--- config.mk ---
export PLATFORM = sky130hd
export DESIGN_NAME = alu_arbiter_flat
export DESIGN_NICKNAME = d
export VERILOG_FILES = /design/src/rtl/alu_pkg.sv /design/src/rtl/alu_arbiter_if.sv /design/src/rtl/alu_core.sv /design/src/rtl/alu_arbiter.sv /design/src/flat_wrapper.sv
export SDC_FILE = /design/constraint.sdc
export NUM_CORES = 1
export LEC_CHECK = 0
export CORE_AREA = 3 3 73 75
export DETAILED_ROUTE_END_ITERATION = 10
export DIE_AREA = 0 0 76 78
export MAX_ROUTING_LAYER = met4
export PLACE_DENSITY = 0.8
export RECOVER_POWER = 100
export SYNTH_ARGS = -nofsm -noshare
export SYNTH_HDL_FRONTEND = slang
export SYNTH_SLANG_ARGS = --single-unit
--- constraint.sdc ---
create_clock -name clk -period 4.2 [get_ports clk]
set_clock_uncertainty 0.15 [all_clocks]
set_input_delay 0.63 -clock clk [delete_from_list [all_inputs] [get_ports clk]]
set_output_delay 0.63 -clock clk [all_outputs]
set_load 0.05 [all_outputs]
--- src/rtl/alu_pkg.sv ---
// Shared types for the two-requester ALU arbiter: opcode and FSM state encodings.
package alu_pkg;

    localparam int unsigned NumReq = 2;
    localparam int unsigned OpW    = 3;

    typedef enum logic [OpW-1:0] {
        OP_ADD = 3'b000,
        OP_SUB = 3'b001,
        OP_SHL = 3'b010,
        OP_SHR = 3'b011,
        OP_AND = 3'b100,
        OP_OR  = 3'b101,
        OP_XOR = 3'b110,
        OP_EQ  = 3'b111
    } op_e;

    typedef enum logic [1:0] {
        StIdle = 2'b00,
        StExec = 2'b01,
        StResp = 2'b10
    } state_e;

endpackage

--- src/rtl/alu_arbiter_if.sv ---
// Command/response bus between two requesters, the shared ALU and its result consumer.
interface alu_arbiter_if #(
    parameter int unsigned DATA_W = 8
) ();

    logic [1:0]             req_valid_i;
    logic [1:0]             req_ready_o;
    logic [1:0][DATA_W-1:0] req_a_i;
    logic [1:0][DATA_W-1:0] req_b_i;
    logic [1:0][2:0]        req_op_i;
    logic                   rsp_valid_o;
    logic                   rsp_ready_i;
    logic                   rsp_id_o;
    logic [DATA_W-1:0]      rsp_data_o;
    logic                   busy_o;

    modport slave (
        input  req_valid_i, req_a_i, req_b_i, req_op_i, rsp_ready_i,
        output req_ready_o, rsp_valid_o, rsp_id_o, rsp_data_o, busy_o
    );

    modport master (
        output req_valid_i, req_a_i, req_b_i, req_op_i, rsp_ready_i,
        input  req_ready_o, rsp_valid_o, rsp_id_o, rsp_data_o, busy_o
    );

endinterface

--- src/rtl/alu_core.sv ---
// Purely combinational ALU shared by both requesters.
module alu_core
    import alu_pkg::*;
#(
    parameter int unsigned DATA_W = 8
) (
    input  logic [DATA_W-1:0] a_i,
    input  logic [DATA_W-1:0] b_i,
    input  op_e               op_i,
    output logic [DATA_W-1:0] alu_o
);

    always_comb begin
        alu_o = '0;
        case (op_i)
            OP_ADD:  alu_o = a_i + b_i;
            OP_SUB:  alu_o = a_i - b_i;
            // Shift by three and fill the vacated bits from B[2:0]
            OP_SHL:  alu_o = {a_i[DATA_W-4:0], b_i[2:0]};
            OP_SHR:  alu_o = {b_i[2:0], a_i[DATA_W-1:3]};
            OP_AND:  alu_o = a_i & b_i;
            OP_OR:   alu_o = a_i | b_i;
            OP_XOR:  alu_o = a_i ^ b_i;
            OP_EQ:   alu_o = {{(DATA_W-1){1'b0}}, (a_i == b_i)};
            default: alu_o = '0;
        endcase
    end

endmodule

--- src/rtl/alu_arbiter.sv ---
// Round-robin arbiter sharing one registered ALU between two requesters (IDLE/EXEC/RESP).
module alu_arbiter
    import alu_pkg::*;
#(
    parameter int unsigned DATA_W = 8
) (
    input logic         clk,
    input logic         reset,
    alu_arbiter_if.slave bus
);

    if (DATA_W < 4) begin : g_width_check
        $error("alu_arbiter: DATA_W must be at least 4");
    end

    state_e            state_q, state_d;
    logic              ptr_q;
    logic              gnt_any;
    logic              gnt_idx;
    logic [DATA_W-1:0] a_q, b_q;
    op_e               op_q;
    logic              id_q;
    logic [DATA_W-1:0] data_q;
    logic [DATA_W-1:0] alu_res;
    logic              rsp_done;

    // Grant only from IDLE and never in the reset cycle; pointer breaks ties.
    always_comb begin
        gnt_any = 1'b0;
        gnt_idx = ptr_q;
        if (state_q == StIdle && !reset) begin
            case (bus.req_valid_i)
                2'b01: begin
                    gnt_any = 1'b1;
                    gnt_idx = 1'b0;
                end
                2'b10: begin
                    gnt_any = 1'b1;
                    gnt_idx = 1'b1;
                end
                2'b11: begin
                    gnt_any = 1'b1;
                    gnt_idx = ptr_q;
                end
                default: ;
            endcase
        end
    end

    assign rsp_done = (state_q == StResp) && bus.rsp_ready_i;

    always_comb begin
        state_d = state_q;
        case (state_q)
            StIdle:  if (gnt_any) state_d = StExec;
            StExec:  state_d = StResp;
            StResp:  if (bus.rsp_ready_i) state_d = StIdle;
            default: state_d = StIdle;
        endcase
    end

    always_ff @(posedge clk) begin
        if (reset) begin
            state_q <= StIdle;
            ptr_q   <= 1'b0;
            a_q     <= '0;
            b_q     <= '0;
            op_q    <= OP_ADD;
            id_q    <= 1'b0;
            data_q  <= '0;
        end else begin
            state_q <= state_d;
            if (gnt_any) begin
                a_q  <= bus.req_a_i[gnt_idx];
                b_q  <= bus.req_b_i[gnt_idx];
                op_q <= op_e'(bus.req_op_i[gnt_idx]);
                id_q <= gnt_idx;
            end
            if (state_q == StExec) begin
                data_q <= alu_res;
            end
            if (rsp_done) begin
                ptr_q <= ~ptr_q;
            end
        end
    end

    alu_core #(
        .DATA_W (DATA_W)
    ) u_alu_core (
        .a_i   (a_q),
        .b_i   (b_q),
        .op_i  (op_q),
        .alu_o (alu_res)
    );

    assign bus.req_ready_o = gnt_any ? (gnt_idx ? 2'b10 : 2'b01) : 2'b00;
    assign bus.rsp_valid_o = (state_q == StResp);
    assign bus.rsp_id_o    = id_q;
    assign bus.rsp_data_o  = data_q;
    assign bus.busy_o      = (state_q != StIdle);

endmodule

--- src/flat_wrapper.sv ---
// flat-port wrapper written by rule: the top's interface ports become plain ports
module alu_arbiter_flat import alu_pkg::*;
#(
    parameter int unsigned DATA_W = 8
)
  (clk, reset, bus_req_valid_i, bus_req_a_i, bus_req_b_i, bus_req_op_i, bus_rsp_ready_i, bus_req_ready_o, bus_rsp_valid_o, bus_rsp_id_o, bus_rsp_data_o, bus_busy_o);
  alu_arbiter_if #(.DATA_W(DATA_W)) bus_i ();
  input logic clk;
  input logic reset;
  input wire logic [$bits(bus_i.req_valid_i)-1:0] bus_req_valid_i;
  input wire logic [$bits(bus_i.req_a_i)-1:0] bus_req_a_i;
  input wire logic [$bits(bus_i.req_b_i)-1:0] bus_req_b_i;
  input wire logic [$bits(bus_i.req_op_i)-1:0] bus_req_op_i;
  input wire logic [$bits(bus_i.rsp_ready_i)-1:0] bus_rsp_ready_i;
  output wire logic [$bits(bus_i.req_ready_o)-1:0] bus_req_ready_o;
  output wire logic [$bits(bus_i.rsp_valid_o)-1:0] bus_rsp_valid_o;
  output wire logic [$bits(bus_i.rsp_id_o)-1:0] bus_rsp_id_o;
  output wire logic [$bits(bus_i.rsp_data_o)-1:0] bus_rsp_data_o;
  output wire logic [$bits(bus_i.busy_o)-1:0] bus_busy_o;
  assign bus_i.req_valid_i = bus_req_valid_i;
  assign bus_i.req_a_i = bus_req_a_i;
  assign bus_i.req_b_i = bus_req_b_i;
  assign bus_i.req_op_i = bus_req_op_i;
  assign bus_i.rsp_ready_i = bus_rsp_ready_i;
  assign bus_req_ready_o = bus_i.req_ready_o;
  assign bus_rsp_valid_o = bus_i.rsp_valid_o;
  assign bus_rsp_id_o = bus_i.rsp_id_o;
  assign bus_rsp_data_o = bus_i.rsp_data_o;
  assign bus_busy_o = bus_i.busy_o;
  alu_arbiter #(.DATA_W(DATA_W)) u_core (.clk(clk), .reset(reset), .bus(bus_i));
endmodule
==> flow_summary.json <==
{
  "sequentialPowerShare_pct": 35.1,
  "max_stage_delay_ns": 0.75,
  "synth_ff_type": "dfxtp_1",
  "cts_hold_buf": 0,
  "synth_top_family_by_area": "compound AO/OA/AOI/OAI gates",
  "hold_path_depth": 2,
  "power.switching_uw": 415,
  "hp-class": "flip-flop to flip-flop",
  "drv_slew": 0,
  "drtPass1Iterations": 5,
  "synth_nets": 385,
  "htree_num_levels": 2,
  "num-nets-final": 430,
  "pin_count": 56,
  "holdPathEnd": "u_core.bus.rsp_data_o[1]$_SDFFE_PP0N_",
  "avgSynthCellArea_um2": 8.17,
  "synthDistinctLibCells": 56,
  "rows": 25,
  "cp-start-kind": "primary input",
  "async_flop_share_pct": 0,
  "r2r_end": "u_core.bus.rsp_data_o[7]$_SDFFE_PP0N_",
  "area_growth_pct": 24.0,
  "place_area_mm2": 0.00312,
  "p_int_uw": 639,
  "drc": 0,
  "arrival_ns": 2.72,
  "synth.cell_area_mm2": 0.00257,
  "post_cts_resized": 0,
  "drive_gt1_share_pct": 6.37,
  "grtUsageTotal_pct": 23.9,
  "dp_hpwl_mm": 4.96,
  "critPathRequiredTime_ns": 3.42,
  "grt_start_max_net_pins": 40,
  "synthMuxAreaShare_pct": 11.1,
  "gp_congestion": 0.920,
  "grt_pass1_wl_mm": 11.1,
  "leakagePower_nw": 1.38,
  "synth-edff-count": 0,
  "die_w_um": 76,
  "post-route-min-period_ns": 3.50,
  "cts_tree": "done",
  "die_area_mm2": 0.00593,
  "p_per_area_mw_per_mm2": 330,
  "combPwrFrac_pct": 42.6,
  "yosysTopAreaCellShare_pct": 24.1,
  "via_per_inst": 5.64,
  "final.setup.tns_ns": 0,
  "clk_pin_slew_worst_paths_ns": 0.07,
  "regArea_um2": 621,
  "grt_antenna_before_repair": 0,
  "fillers": 416,
  "multi_input_area_mm2": 0.00172,
  "synthSimpleGateAreaFrac_pct": 15.5,
  "min_from": "u_core.bus.rsp_data_o[1]$_SDFFE_PP0N_",
  "cts-root-buf": "clkbuf_8",
  "tightest_slew_ns": 1.01,
  "start_util_pct": 54.5,
  "io_buffers": 55,
  "overflow": 0,
  "cap_violations": 0,
  "coreArea_mm2": 0.00472,
  "swShare_pct": 39.4,
  "drtIter0Drc": 292,
  "synthCells": 315,
  "cts_setup_buffers": 0,
  "cts_buffer_depth": 2,
  "ys_seq_elements": 31,
  "synth_xor_area_share_pct": 2.72,
  "grt_pass1_vias": 2299,
  "synth-compound-area-share_pct": 23.9,
  "rrSetupSlack_ns": 1.75,
  "run_status": "finished clean",
  "slew_headroom_pct": 32.8,
  "timing.fmax_ghz": 0.286,
  "synth-adder-area-share_pct": 13.7,
  "r2r_cells": 6,
  "numCtsBuffers": 5,
  "path_cells": "dlygate4sd3_1, clkbuf_1, nor3b_2, mux2i_4, and2_0, buf_12",
  "ys_seq_area_share_pct": 24.1,
  "yosysWarnings": 0,
  "setup_viol": 0,
  "synth_top_cells_by_area": "dfxtp_1 (24%), ha_1 (12%), mux2i_1 (10%)",
  "vias": 2414,
  "cts_sinks": 31,
  "critPathSlowestCell": "clkbuf_1",
  "end_kind": "output port",
  "die_h_um": 78,
  "ant_nets": 0,
  "p_clk_share_pct": 22.3,
  "hold_viol": 0,
  "crit_type": "primary input to output port",
  "wirelength_mm": 6.63,
  "rsz0062_at_grt": "no",
  "ir_drop_v": 0.000213,
  "period_share_pct": 83.2,
  "n_antenna_cell": 0,
  "worstReg2RegStart": "u_core.op_q[2]$_SDFFE_PP0P_",
  "avgRoutedWirePerCell_um": 15.5,
  "synth_top_cell_by_area": "dfxtp_1",
  "crit_path_max_fanout": 20,
  "insertion_delay_ns": 0.29,
  "finish.instance_area_mm2": 0.00319
}
==> sequential cells by signal, indices dropped and copies added (netlist names) <==
register / flops
u_core.bus.rsp_id_o: 1
u_core.a_q: 8
u_core.b_q: 8
u_core.bus.rsp_data_o: 8
u_core.op_q: 3
u_core.state_q: 2
u_core.ptr_q: 1
==> synthesized netlist by cell type (2+ instances only) <==
cell type and number:
mux2i_1 26, nor4_1 3, inv_1 27, a21oi_1 24
a221o_1 2, nand3_1 2, dfxtp_1 31, buf_4 3
nand3b_1 2, nand2b_1 5, nand2_1 16, xnor2_1 5
nor3_1 6, nor2b_1 5, a211o_1 2, xor2_1 3
a31oi_1 3, fa_1 2, clkbuf_1 5, a211oi_1 12
buf_2 8, o221ai_1 2, a221oi_1 3, o21ba_2 2
o22ai_1 3, o21ai_0 27, ha_1 25, a221oi_2 2
nor2_1 29, buf_6 4
==> worst max path at each step <==
stage / start / endpoint / slack [ns] / cells after the start
after floorplan: bus_req_valid_i[0] / bus_req_ready_o[0] / 1.36 / 6
after global placement: bus_req_valid_i[1] / bus_req_ready_o[0] / 1.11 / 7
after detailed placement: bus_req_valid_i[1] / bus_req_ready_o[0] / 1.07 / 7
after CTS: bus_req_valid_i[1] / bus_req_ready_o[0] / 1.08 / 7
after global routing: reset / bus_req_ready_o[0] / 0.53 / 6
final: reset / bus_req_ready_o[0] / 0.70 / 6
==> layout by cell type, fill, tap and decap left out, types with 4 or more instances in the layout <==
master           count
ha_1                25
nand2_1             16
o21ai_0             27
a221oi_1             4
inv_1               27
nor3_1               6
a211oi_1            12
a21oi_1             24
dlygate4sd3_1       12
nand2b_1             5
clkdlybuf4s50_1     41
dfxtp_1             31
mux2i_1             26
nor2b_1              5
nor2_1              29
clkbuf_8             5
xnor2_1              5
==> layout make-up <==
type                       instances  share of cell area, %
timing repair buffer              58                   18.1
multi-input combinational        236                   53.9
clock inverter                     2                  0.392
tap                               67                   2.63
inverter                          28                   3.29
clock buffer                       6                   2.27
sequential                        31                   19.5
==> power groups by stage <==
| stage | logic, mW | clock network (mW) | registers [mW] |
|---|---|---|---|
| 6_report | 0.449 | 0.235 | 0.370 |
| 3_3_place_gp | 0.444 | 0 | 0.375 |
| 4_1_cts | 0.453 | 0.242 | 0.370 |
| 2_1_floorplan | 0.308 | 0 | 0.390 |
| 5_1_grt | 0.495 | 0.254 | 0.375 |
| 3_5_place_dp | 0.452 | 0 | 0.376 |
==> metrics by stage <==
step / hold slack [ns] / std cells / worst slack [ns] / utilization [%] / total power, mW
2_1_floorplan: 0.345 / 315 / 1.36 / - / 0.698
3_3_place_gp: 0.329 / 420 / 1.11 / 66.1 / 0.819
3_5_place_dp: 0.329 / 420 / 1.07 / 66.1 / 0.828
4_1_cts: 0.346 / 428 / 1.08 / 67.9 / 1.07
5_1_grt: 0.354 / 428 / 0.528 / 67.5 / 1.12
6_report: 0.338 / 428 / 0.704 / 67.5 / 1.05
==> critical path, delay by kind of cell <==
family | cells | cell delay, ns
buf+inv | 3 | 1.44
simple gates | 2 | 0.41
mux | 1 | 0.23
==> kinds of logic after synthesis <==
group / after synthesis
AOI/OAI and AO/OA: 94
and+or+nand+nor: 79
buffers and inverters: 48
DFF: 31
muxes: 28
adders and majority gates: 27
xor gates and xnor gates: 8
==> per-layer routing <==
metal / up-vias / global-route usage (%) / wire, um / part of all wire [%]
li1: 1202 / - / - / -
met1: 1084 / 30.6 / 3000 / 45
met2: 113 / 37.1 / 3030 / 46
met3: 15 / 4.76 / 469 / 7.1
met4: 0 / 9.96 / 134 / 2.0
met5: - / - / 0 / 0
No activity file was read; power rests on OpenSTA's default activity.
